<file path="src/rtl/mdu_sequencer.sv">
// Multi-cycle MULT/MULTU/DIV/DIVU unit with fixed 35-cycle latency.
// One product/quotient bit per cycle; signs are stripped up front and restored in FIX.
module mdu_sequencer (
  input  logic        clock,
  input  logic        reset,
  input  logic        start,
  input  logic [1:0]  op,
  input  logic [31:0] operand_a,
  input  logic [31:0] operand_b,
  input  logic        flush,
  output logic        busy,
  output logic        hilo_write_enable,
  output logic [31:0] hi_result,
  output logic [31:0] lo_result,
  output logic        div_by_zero
);

  typedef enum logic [2:0] {
    IDLE,
    PREP,
    CALC,
    FIX,
    WRITE
  } state_t;

  state_t      state;
  logic [1:0]  op_q;
  logic [31:0] a_q;
  logic [31:0] b_q;
  logic [63:0] acc;
  logic [5:0]  cnt;
  logic        neg_p;
  logic        neg_r;

  logic        is_div;
  logic        is_signed;
  logic [31:0] a_abs;
  logic [31:0] b_abs;
  logic [63:0] acc_mul;
  logic [32:0] trial;
  logic        qbit;
  logic [31:0] rem_next;
  logic [63:0] prod_fix;
  logic [31:0] quo_fix;
  logic [31:0] rem_fix;

  assign is_div    = op_q[1];
  assign is_signed = ~op_q[0];

  assign a_abs = (is_signed && a_q[31]) ? -a_q : a_q;
  assign b_abs = (is_signed && b_q[31]) ? -b_q : b_q;

  assign acc_mul = {acc[62:0], 1'b0}
                 + (b_q[31] ? {32'd0, a_q} : 64'd0);

  // Restoring step: remainder invariant keeps the 33-bit trial from overflowing
  assign trial    = {acc[63:32], a_q[31]} - {1'b0, b_q};
  assign qbit     = ~trial[32];
  assign rem_next = qbit ? trial[31:0] : {acc[62:32], a_q[31]};

  assign prod_fix = neg_p ? -acc : acc;
  assign quo_fix  = neg_p ? -acc[31:0] : acc[31:0];
  assign rem_fix  = neg_r ? -acc[63:32] : acc[63:32];

  assign div_by_zero = (state == PREP) & is_div
                     & (b_q == 32'd0) & ~flush;

  always_ff @(posedge clock or posedge reset) begin
    if (reset) begin
      state             <= IDLE;
      op_q              <= 2'd0;
      a_q               <= 32'd0;
      b_q               <= 32'd0;
      acc               <= 64'd0;
      cnt               <= 6'd0;
      neg_p             <= 1'b0;
      neg_r             <= 1'b0;
      busy              <= 1'b0;
      hilo_write_enable <= 1'b0;
      hi_result         <= 32'd0;
      lo_result         <= 32'd0;
    end else begin
      hilo_write_enable <= 1'b0;
      unique case (state)
        IDLE: begin
          if (start && !flush) begin
            op_q  <= op;
            a_q   <= operand_a;
            b_q   <= operand_b;
            busy  <= 1'b1;
            state <= PREP;
          end
        end
        PREP: begin
          if (flush || (is_div && b_q == 32'd0)) begin
            busy  <= 1'b0;
            state <= IDLE;
          end else begin
            a_q   <= a_abs;
            b_q   <= b_abs;
            neg_p <= is_signed & (a_q[31] ^ b_q[31]);
            neg_r <= is_signed & a_q[31];
            acc   <= 64'd0;
            cnt   <= 6'd0;
            state <= CALC;
          end
        end
        CALC: begin
          if (flush) begin
            busy  <= 1'b0;
            state <= IDLE;
          end else begin
            if (is_div) begin
              acc <= {rem_next, acc[30:0], qbit};
              a_q <= {a_q[30:0], 1'b0};
            end else begin
              acc <= acc_mul;
              b_q <= {b_q[30:0], 1'b0};
            end
            cnt <= cnt + 6'd1;
            if (cnt == 6'd31)
              state <= FIX;
          end
        end
        FIX: begin
          if (flush) begin
            busy  <= 1'b0;
            state <= IDLE;
          end else begin
            if (is_div) begin
              hi_result <= rem_fix;
              lo_result <= quo_fix;
            end else begin
              hi_result <= prod_fix[63:32];
              lo_result <= prod_fix[31:0];
            end
            hilo_write_enable <= 1'b1;
            state             <= WRITE;
          end
        end
        WRITE: begin
          busy  <= 1'b0;
          state <= IDLE;
        end
        default: begin
          busy  <= 1'b0;
          state <= IDLE;
        end
      endcase
    end
  end

endmodule

</file>
<file path="config.mk">
export PLATFORM = sky130hd
export DESIGN_NAME = mdu_sequencer
export DESIGN_NICKNAME = d
export VERILOG_FILES = /design/src/rtl/mdu_sequencer.sv
export SDC_FILE = /design/constraint.sdc
export NUM_CORES = 1
export LEC_CHECK = 0
export CORE_ASPECT_RATIO = 0.75
export CORE_MARGIN = 2
export CORE_UTILIZATION = 28
export DETAILED_ROUTE_END_ITERATION = 7
export PLACE_DENSITY = 0.54
export SYNTH_ARGS = -nofsm -noshare
export SYNTH_HDL_FRONTEND = slang
export SYNTH_SLANG_ARGS = --single-unit
</file>
<file path="constraint.sdc">
create_clock -name clock -period 10.8 [get_ports clock]
set_clock_uncertainty 0.05 [all_clocks]
set_input_delay 3.24 -clock clock [delete_from_list [all_inputs] [get_ports clock]]
set_output_delay 3.24 -clock clock [all_outputs]
set_load 0.005 [all_outputs]
</file>
==> results.sh <==
export IMPL_tightest_slew_ns=1.324
export IMPL_ys_seq_area_frac=0.3241
export IMPL_dp_cells=2761
export IMPL_hpwl_um=41360
export IMPL_grt_pass1_wl_um=86430
export IMPL_cp_data_required_time_ns=7.51
export IMPL_routed_wl_um=56530
export IMPL_wl_per_cell_um=20.10
export IMPL_finalSetupViolCount=0
export IMPL_portBuffers=136
export IMPL_tns_ns=0
export IMPL_cp_common_cell="clkdlybuf4s50_1"
export IMPL_syn_to_final_growth_pct=18.34
export IMPL_avgSynthCellArea_um2=7.901
export IMPL_root_buffer="clkbuf_16"
export IMPL_synth_area_um2=15980
export IMPL_core_region_area_um2=56210
export IMPL_antenna_found_initial=3
export IMPL_cp_num_buf_inv=2
export IMPL_rows=75
export IMPL_nets=2201
export IMPL_grt_max_degree=127
export IMPL_drv_slew=0
export IMPL_initial_core_util=0.2843
export IMPL_finalCritPeriodShare=0.7628
export IMPL_die_y_um=210.9
export IMPL_finalNonFillerCells=2812
export IMPL_holdCritStartpoint="hi_result[8]"
export IMPL_r2r_end="acc[63]"
export IMPL_hold_viol_final=0
export IMPL_cp_data_arrival_time_ns=4.95
export IMPL_netlist_instances=2023
export IMPL_hold_buffers=0
export IMPL_whs_endpoint="hi_result[8]"
export IMPL_p_per_area_nw_per_um2=213.3
export IMPL_max_slew_margin=0.1172
export IMPL_synth_edf_count=0
export IMPL_synth_cell_types=77
export IMPL_rsz0062_at_grt="no"
export IMPL_ys_flop_type="dfrtp_1"
export IMPL_ctsResizeCount=0
export IMPL_clkSlewWorstSetupHoldPaths_ns=0.06
export IMPL_ir_worst_vdd_mv=0.1375
export IMPL_ys_ff_latch=207
export IMPL_power_leakage_nw=7.742
export IMPL_ioPinCount=137
export IMPL_clock_sinks=207
export IMPL_hp_class="reg2reg"
export IMPL_clock_latency_ns=0.58
export IMPL_track_usage=0.1863
export IMPL_tritoncts="built"
export IMPL_placed_cell_area_um2=17880
export IMPL_synthesis_nets=2165
export IMPL_vias=15700
export IMPL_die_w_um=279.9
export IMPL_critPathMaxStageDelay_ns=0.64
export IMPL_critPathTopFamily="buffers and inverters"
export IMPL_grt_remaining_overflow=0
export IMPL_cts_buffers=27
export IMPL_period_needed_ns=8.238
export IMPL_drtAntennaViolNets=0
export IMPL_grt_pass1_vias=14150
export IMPL_cts_path_max_buffers=3
export IMPL_status="finished clean"
export IMPL_hold_depth=2
export IMPL_critPathCaptureType="primary output"
export IMPL_fmax_ghz=0.1214
export IMPL_maxCapViolCount=0
export IMPL_ys_warn_count=0
export IMPL_cts_setup_buffers=0
export IMPL_htreeDepth=1
export IMPL_drc=0
export IMPL_routed_via_density=5.583
export IMPL_die_area_um2=59030
export IMPL_dr_pass1_iters=6
export IMPL_drive_gt1_frac=0.05433
export IMPL_synthArstFlopShare=1.000
export IMPL_reg2reg_depth=11
export IMPL_place_congestion=0.8880
export IMPL_start_kind="input port"
export IMPL_drt_initial_drc_count=1606
export IMPL_reg2reg_slack_ns=5.59
export IMPL_r2r_start="b_q[2]"
export IMPL_crit_slowest_cell="clkdlybuf4s50_1"
export IMPL_crit_fanout=6
export IMPL_worstSetupPathType="in2out"
export IMPL_final_cell_area_um2=18910
export IMPL_worstPathCellList="clkdlybuf4s50_1 -> nor2_1 -> and3_1 -> clkdlybuf4s50_1"
==> synthesized netlist by cell type, drive strengths merged (13+ instances only) <==
master     n  share of area
o21ai    273          0.086
nand2    257          0.061
dfrtp    207           0.32
clkbuf   138          0.032
nor2     133          0.031
a21oi    124          0.039
xnor2     75          0.041
ha        70          0.055
xor2      70          0.038
inv       65          0.015
nor3      60          0.019
nand3     37          0.012
a221oi    35          0.019
nand4     35          0.014
and2      33          0.013
or3       33          0.014
a31oi     23         0.0090
a21o      21         0.0099
o31ai     21         0.0099
nor4      20         0.0097
nor3b     19         0.0089
o2bb2ai   19          0.010
a211oi    16         0.0075
o211ai    15         0.0074
and3      14         0.0055
a22oi     13         0.0061
o21bai    13         0.0061
or4       13         0.0066
==> flip-flops by register name, indices dropped and copies added (netlist names) <==
name and cells:
hi_result 32, b_q 32, neg_r 1, cnt 6, op_q 2, lo_result 32
hilo_write_enable 1, neg_p 1, state 3, a_q 32, acc 64, busy 1
==> how the worst max path moves through the flow <==
stage               depth (start not counted)           to  startpoint
global placement                            4  div_by_zero       flush
global route                                4  div_by_zero       flush
CTS                                         4  div_by_zero       flush
floorplan                                   1       a_q[0]       reset
finish                                      4  div_by_zero       flush
detailed placement                          4  div_by_zero       flush
==> logic make-up after synthesis <==
group / count (synthesis) / share of synthesized area
muxes: 13 / 0.008455
AOI/OAI and AO/OA: 675 / 0.2669
buffers and inverters: 215 / 0.05128
adders and majority gates: 72 / 0.05730
xor gates and xnor gates: 145 / 0.07946
and+or+nand+nor: 696 / 0.2125
DFF: 207 / 0.3241
==> where the power goes <==
part	switching [mW]	internal (mW)
registers	0.274	0.987
clock network	0.397	0.672
logic	1.00	0.701
total	1.67	2.36
==> placed cells by master (no fill, tap or decap), types with 21 or more instances in the layout <==
cell type / netlist / final
inv_1: 65 / 64
nor3_1: 59 / 59
a31oi_1: 23 / 23
clkdlybuf4s50_1: 0 / 136
a21oi_1: 124 / 124
nand2_1: 254 / 253
xor2_1: 70 / 70
buf_4: 1 / 21
dfrtp_1: 207 / 206
o31ai_1: 21 / 21
and2_1: 33 / 32
or3_1: 29 / 28
ha_1: 70 / 70
a221oi_1: 35 / 35
nand4_1: 35 / 35
o21ai_0: 268 / 268
a21o_1: 21 / 21
nor2_1: 133 / 132
xnor2_1: 75 / 75
clkbuf_16: 0 / 27
nand3_1: 37 / 37
==> cell type report <==
type	count	area, um^2
multi-input combinational	1601	10010
antenna	1	2.502
clock buffer	33	728.2
timing repair buffer	157	1519
fill	5815	37300
inverter	65	251.5
tap	731	914.6
clock inverter	17	307.8
sequential	207	5181
==> worst reg2reg max path, cell delays in order, from the launching register on <==
cell     delay [ns]
dfrtp_1        0.43
nor4_1         0.78
nand3_1        0.46
or3_1          0.59
nor4_4         0.50
a311o_2        0.25
buf_4          0.66
inv_1          0.51
nand2_1        0.21
buf_4          0.32
o41ai_1        0.15
a22o_1         0.20
==> per-stage QoR <==
stage | utilization | setup WS (ns) | hold slack, ns | total power, mW
after floorplan | - | 1.858 | 0.4233 | 2.297
after global placement | 0.3180 | 2.537 | 0.4139 | 2.925
after detailed placement | 0.3180 | 2.587 | 0.4201 | 2.958
after CTS | 0.3365 | 2.572 | 0.4345 | 4.037
after global routing | 0.3365 | 2.488 | 0.4542 | 4.313
final | 0.3365 | 2.562 | 0.4273 | 4.035
==> routing by layer <==
metal	GRT usage	wire length [um]	part of all wire
met1	0.3100	29790	0.53
met2	0.2398	21290	0.38
met3	0.03672	4488	0.079
met4	0.03264	907	0.016
met5	0	48	0.00085
No activity file was read; power rests on OpenSTA's default activity.
==> variant, RTL diff (same flow settings) <==
Re-encode `state_t` (5 states) as Gray code, 3 bits wide.
--- a/src/rtl/mdu_sequencer.sv
+++ b/src/rtl/mdu_sequencer.sv
@@ -18,7 +18,7 @@
   typedef enum logic [2:0] {
-    IDLE,
-    PREP,
-    CALC,
-    FIX,
-    WRITE
+    IDLE  = 3'b000,
+    PREP  = 3'b001,
+    CALC  = 3'b011,
+    FIX   = 3'b010,
+    WRITE = 3'b110
   } state_t;
Formal check against the unedited RTL: same outputs for any inputs over 4 cycles, from zero or initial values and one cycle with reset high; so few cycles prove little.
==> variant against the unedited design <==
Cell area rose by 2.2%; total power rose by 19%; sequential cell count did not move; synthesized area rose by 3.7%; wire length rose by 2.2%; combinational power rose by 46%; cell count rose by 4.4%; worst setup slack improved by 0.29 ns; highest routed layer is now met4.
==> variant: results (changes against the unedited design) <==
* Top sig layer: met4 (was met5)
* DRT met1 WL at 31,500 um (was 29,800 um)
* Post-synthesis sequential area ratio at 0.312 (was 0.324)
* CP Data Arrival Time at 4.66 ns (was 4.95 ns)
* Worst hold-check path type: flip-flop to flip-flop (unchanged)
* Leakage at 7.66 nW (was 7.74 nW)
* Final Setup Violations at 0 (unchanged)
* Worst skew pair latency at 0.56 ns (was 0.58 ns)
* Clock Tree Root: clkbuf_16 (unchanged)
* Crit path largest cell delay at 0.60 ns (was 0.64 ns)
* Min-Delay Path Depth at 2 (unchanged)
* Slowest CP cell: clkdlybuf4s50_1 (unchanged)
* Top_reg_cell synth: dfrtp_1 (unchanged)
* Cts bufs inserted at 26 (was 27)
* First-pass GRT wire length at 90,300 um (was 86,400 um)
* Slew HR at 0.224 (was 0.117)
* Nets at 2,268 (was 2,201)
* Synth area leaders: dfrtp_1 (31%), o21ai_0 (8.1%), nand2_1 (5.5%), ha_1 (5.3%), a21oi_1 (4.0%) (was dfrtp_1 (32%), o21ai_0 (8.4%), nand2_1 (6.0%), ha_1 (5.5%), xnor2_1 (4.1%))
* Reg clk slew, reported paths at 0.06 ns (about the same)
* Syn Nets at 2,235 (was 2,165)
* Clk buf depth at 3 (unchanged)
* Met1 Use GR at 0.310 (about the same)
* Gate Count Post-Synth at 2,093 (was 2,023)
* Number of global-route vias before repair at 15,000 (was 14,200)
* Via Count at 16,200 (was 15,700)
* Initial DRC Count at 1,745 (was 1,606)
* Cell variety after synth at 97 (was 77)
* Grt met3 use at 0.0331 (was 0.0367)
* N_diodes at 0 (was 1)
* Share of cells above drive strength 1 at 0.0508 (was 0.0543)
* Gr usage total at 0.183 (was 0.186)
* Biggest register: acc (unchanged)
* Routed wire length at 57,800 um (was 56,500 um)
* Initial antenna violation count at 0 (was 3)
* Filler cell count at 6,203 (was 5,815)
* Worst r2r path cells at 12 (was 11)
* Status: complete, no violations (unchanged)
* Yosys warns at 0 (unchanged)
* IO buf count at 136 (unchanged)
* Cells after DPL at 2,888 (was 2,761)
* Final HPWL DP at 42,800 um (was 41,400 um)
* Max FO, Critical Path at 6 (unchanged)
* Met2 usage at 0.234 (was 0.240)
* DP Area at 18,400 um^2 (was 17,900 um^2)
* Setup bufs post-CTS at 0 (unchanged)
* Routed wl met2 at 21,300 um (about the same)
* Top cells by count, synth: o21ai_0 (269), nand2_1 (242), dfrtp_1 (207) (was o21ai_0 (268), nand2_1 (254), dfrtp_1 (207))
* Largest net degree at the start of global routing at 96 (was 127)
* Post-CTS resize count at 0 (unchanged)
* TritonRoute pass-1 iters at 5 (was 6)
* Wire length on met3 at 4320 um (was 4490 um)
* Routability Congestion at 0.882 (was 0.888)
* Peak supply drop at 0.000157 V (was 0.000138 V)
* Mean routed wirelength per cell at 19.7 um (was 20.1 um)
## variant: final cells by class
class                   instances  area [um^2]  area share
multi-input cells            1656        10400       0.540
well taps                     790          988      0.0511
flip-flops and latches        207         5180       0.268
clock inverters                 9          134     0.00693
repair buffers                154         1500      0.0774
inverters                      81          312      0.0161
clock buffers                  39          769      0.0398
## variant: stage by stage
stage | worst slack (ns) | hold slack [ns]
floorplan | 1.86 | 0.422
global placement | 2.91 | 0.414
detailed placement | 2.89 | 0.420
CTS | 2.87 | 0.433
global route | 2.76 | 0.443
finish | 2.85 | 0.424
## variant: cell families (layout without fill, tap and decap cells)
kind of cell | Yosys count | count (layout) | share of synthesized area
AOI/OAI and AO/OA | 736 | 736 | 0.286
xor gates and xnor gates | 136 | 136 | 0.0718
adders and majority gates | 72 | 72 | 0.0552
buffers and inverters | 230 | 283 | 0.0611
DFF | 207 | 207 | 0.312
muxes | 15 | 15 | 0.00936
and+or+nand+nor | 697 | 697 | 0.204
## variant: power by group
part	total, mW	switching (mW)	internal (mW)
logic	2.49	1.53	0.965
registers	1.36	0.347	1.01
clock network	0.933	0.370	0.563
## variant: critical path: cells and delay by family
kind	cells	cell delay, ns
AND/OR/NAND/NOR	1	0.27
buffers and inverters	2	1.14
## variant: final timing paths
| kind | start | to | slack [ns] |
|---|---|---|---|
| max | flush | div_by_zero | 2.85 |
| max in group asynchronous | reset | hi_result[10] | 6.20 |
| max reg2reg | b_q[31] | acc[44] | 5.34 |
| min reg2reg | hi_result[16] | hi_result[16] | 0.42 |
| min in group asynchronous | reset | a_q[25] | 3.16 |
| min | hi_result[16] | hi_result[16] | 0.42 |
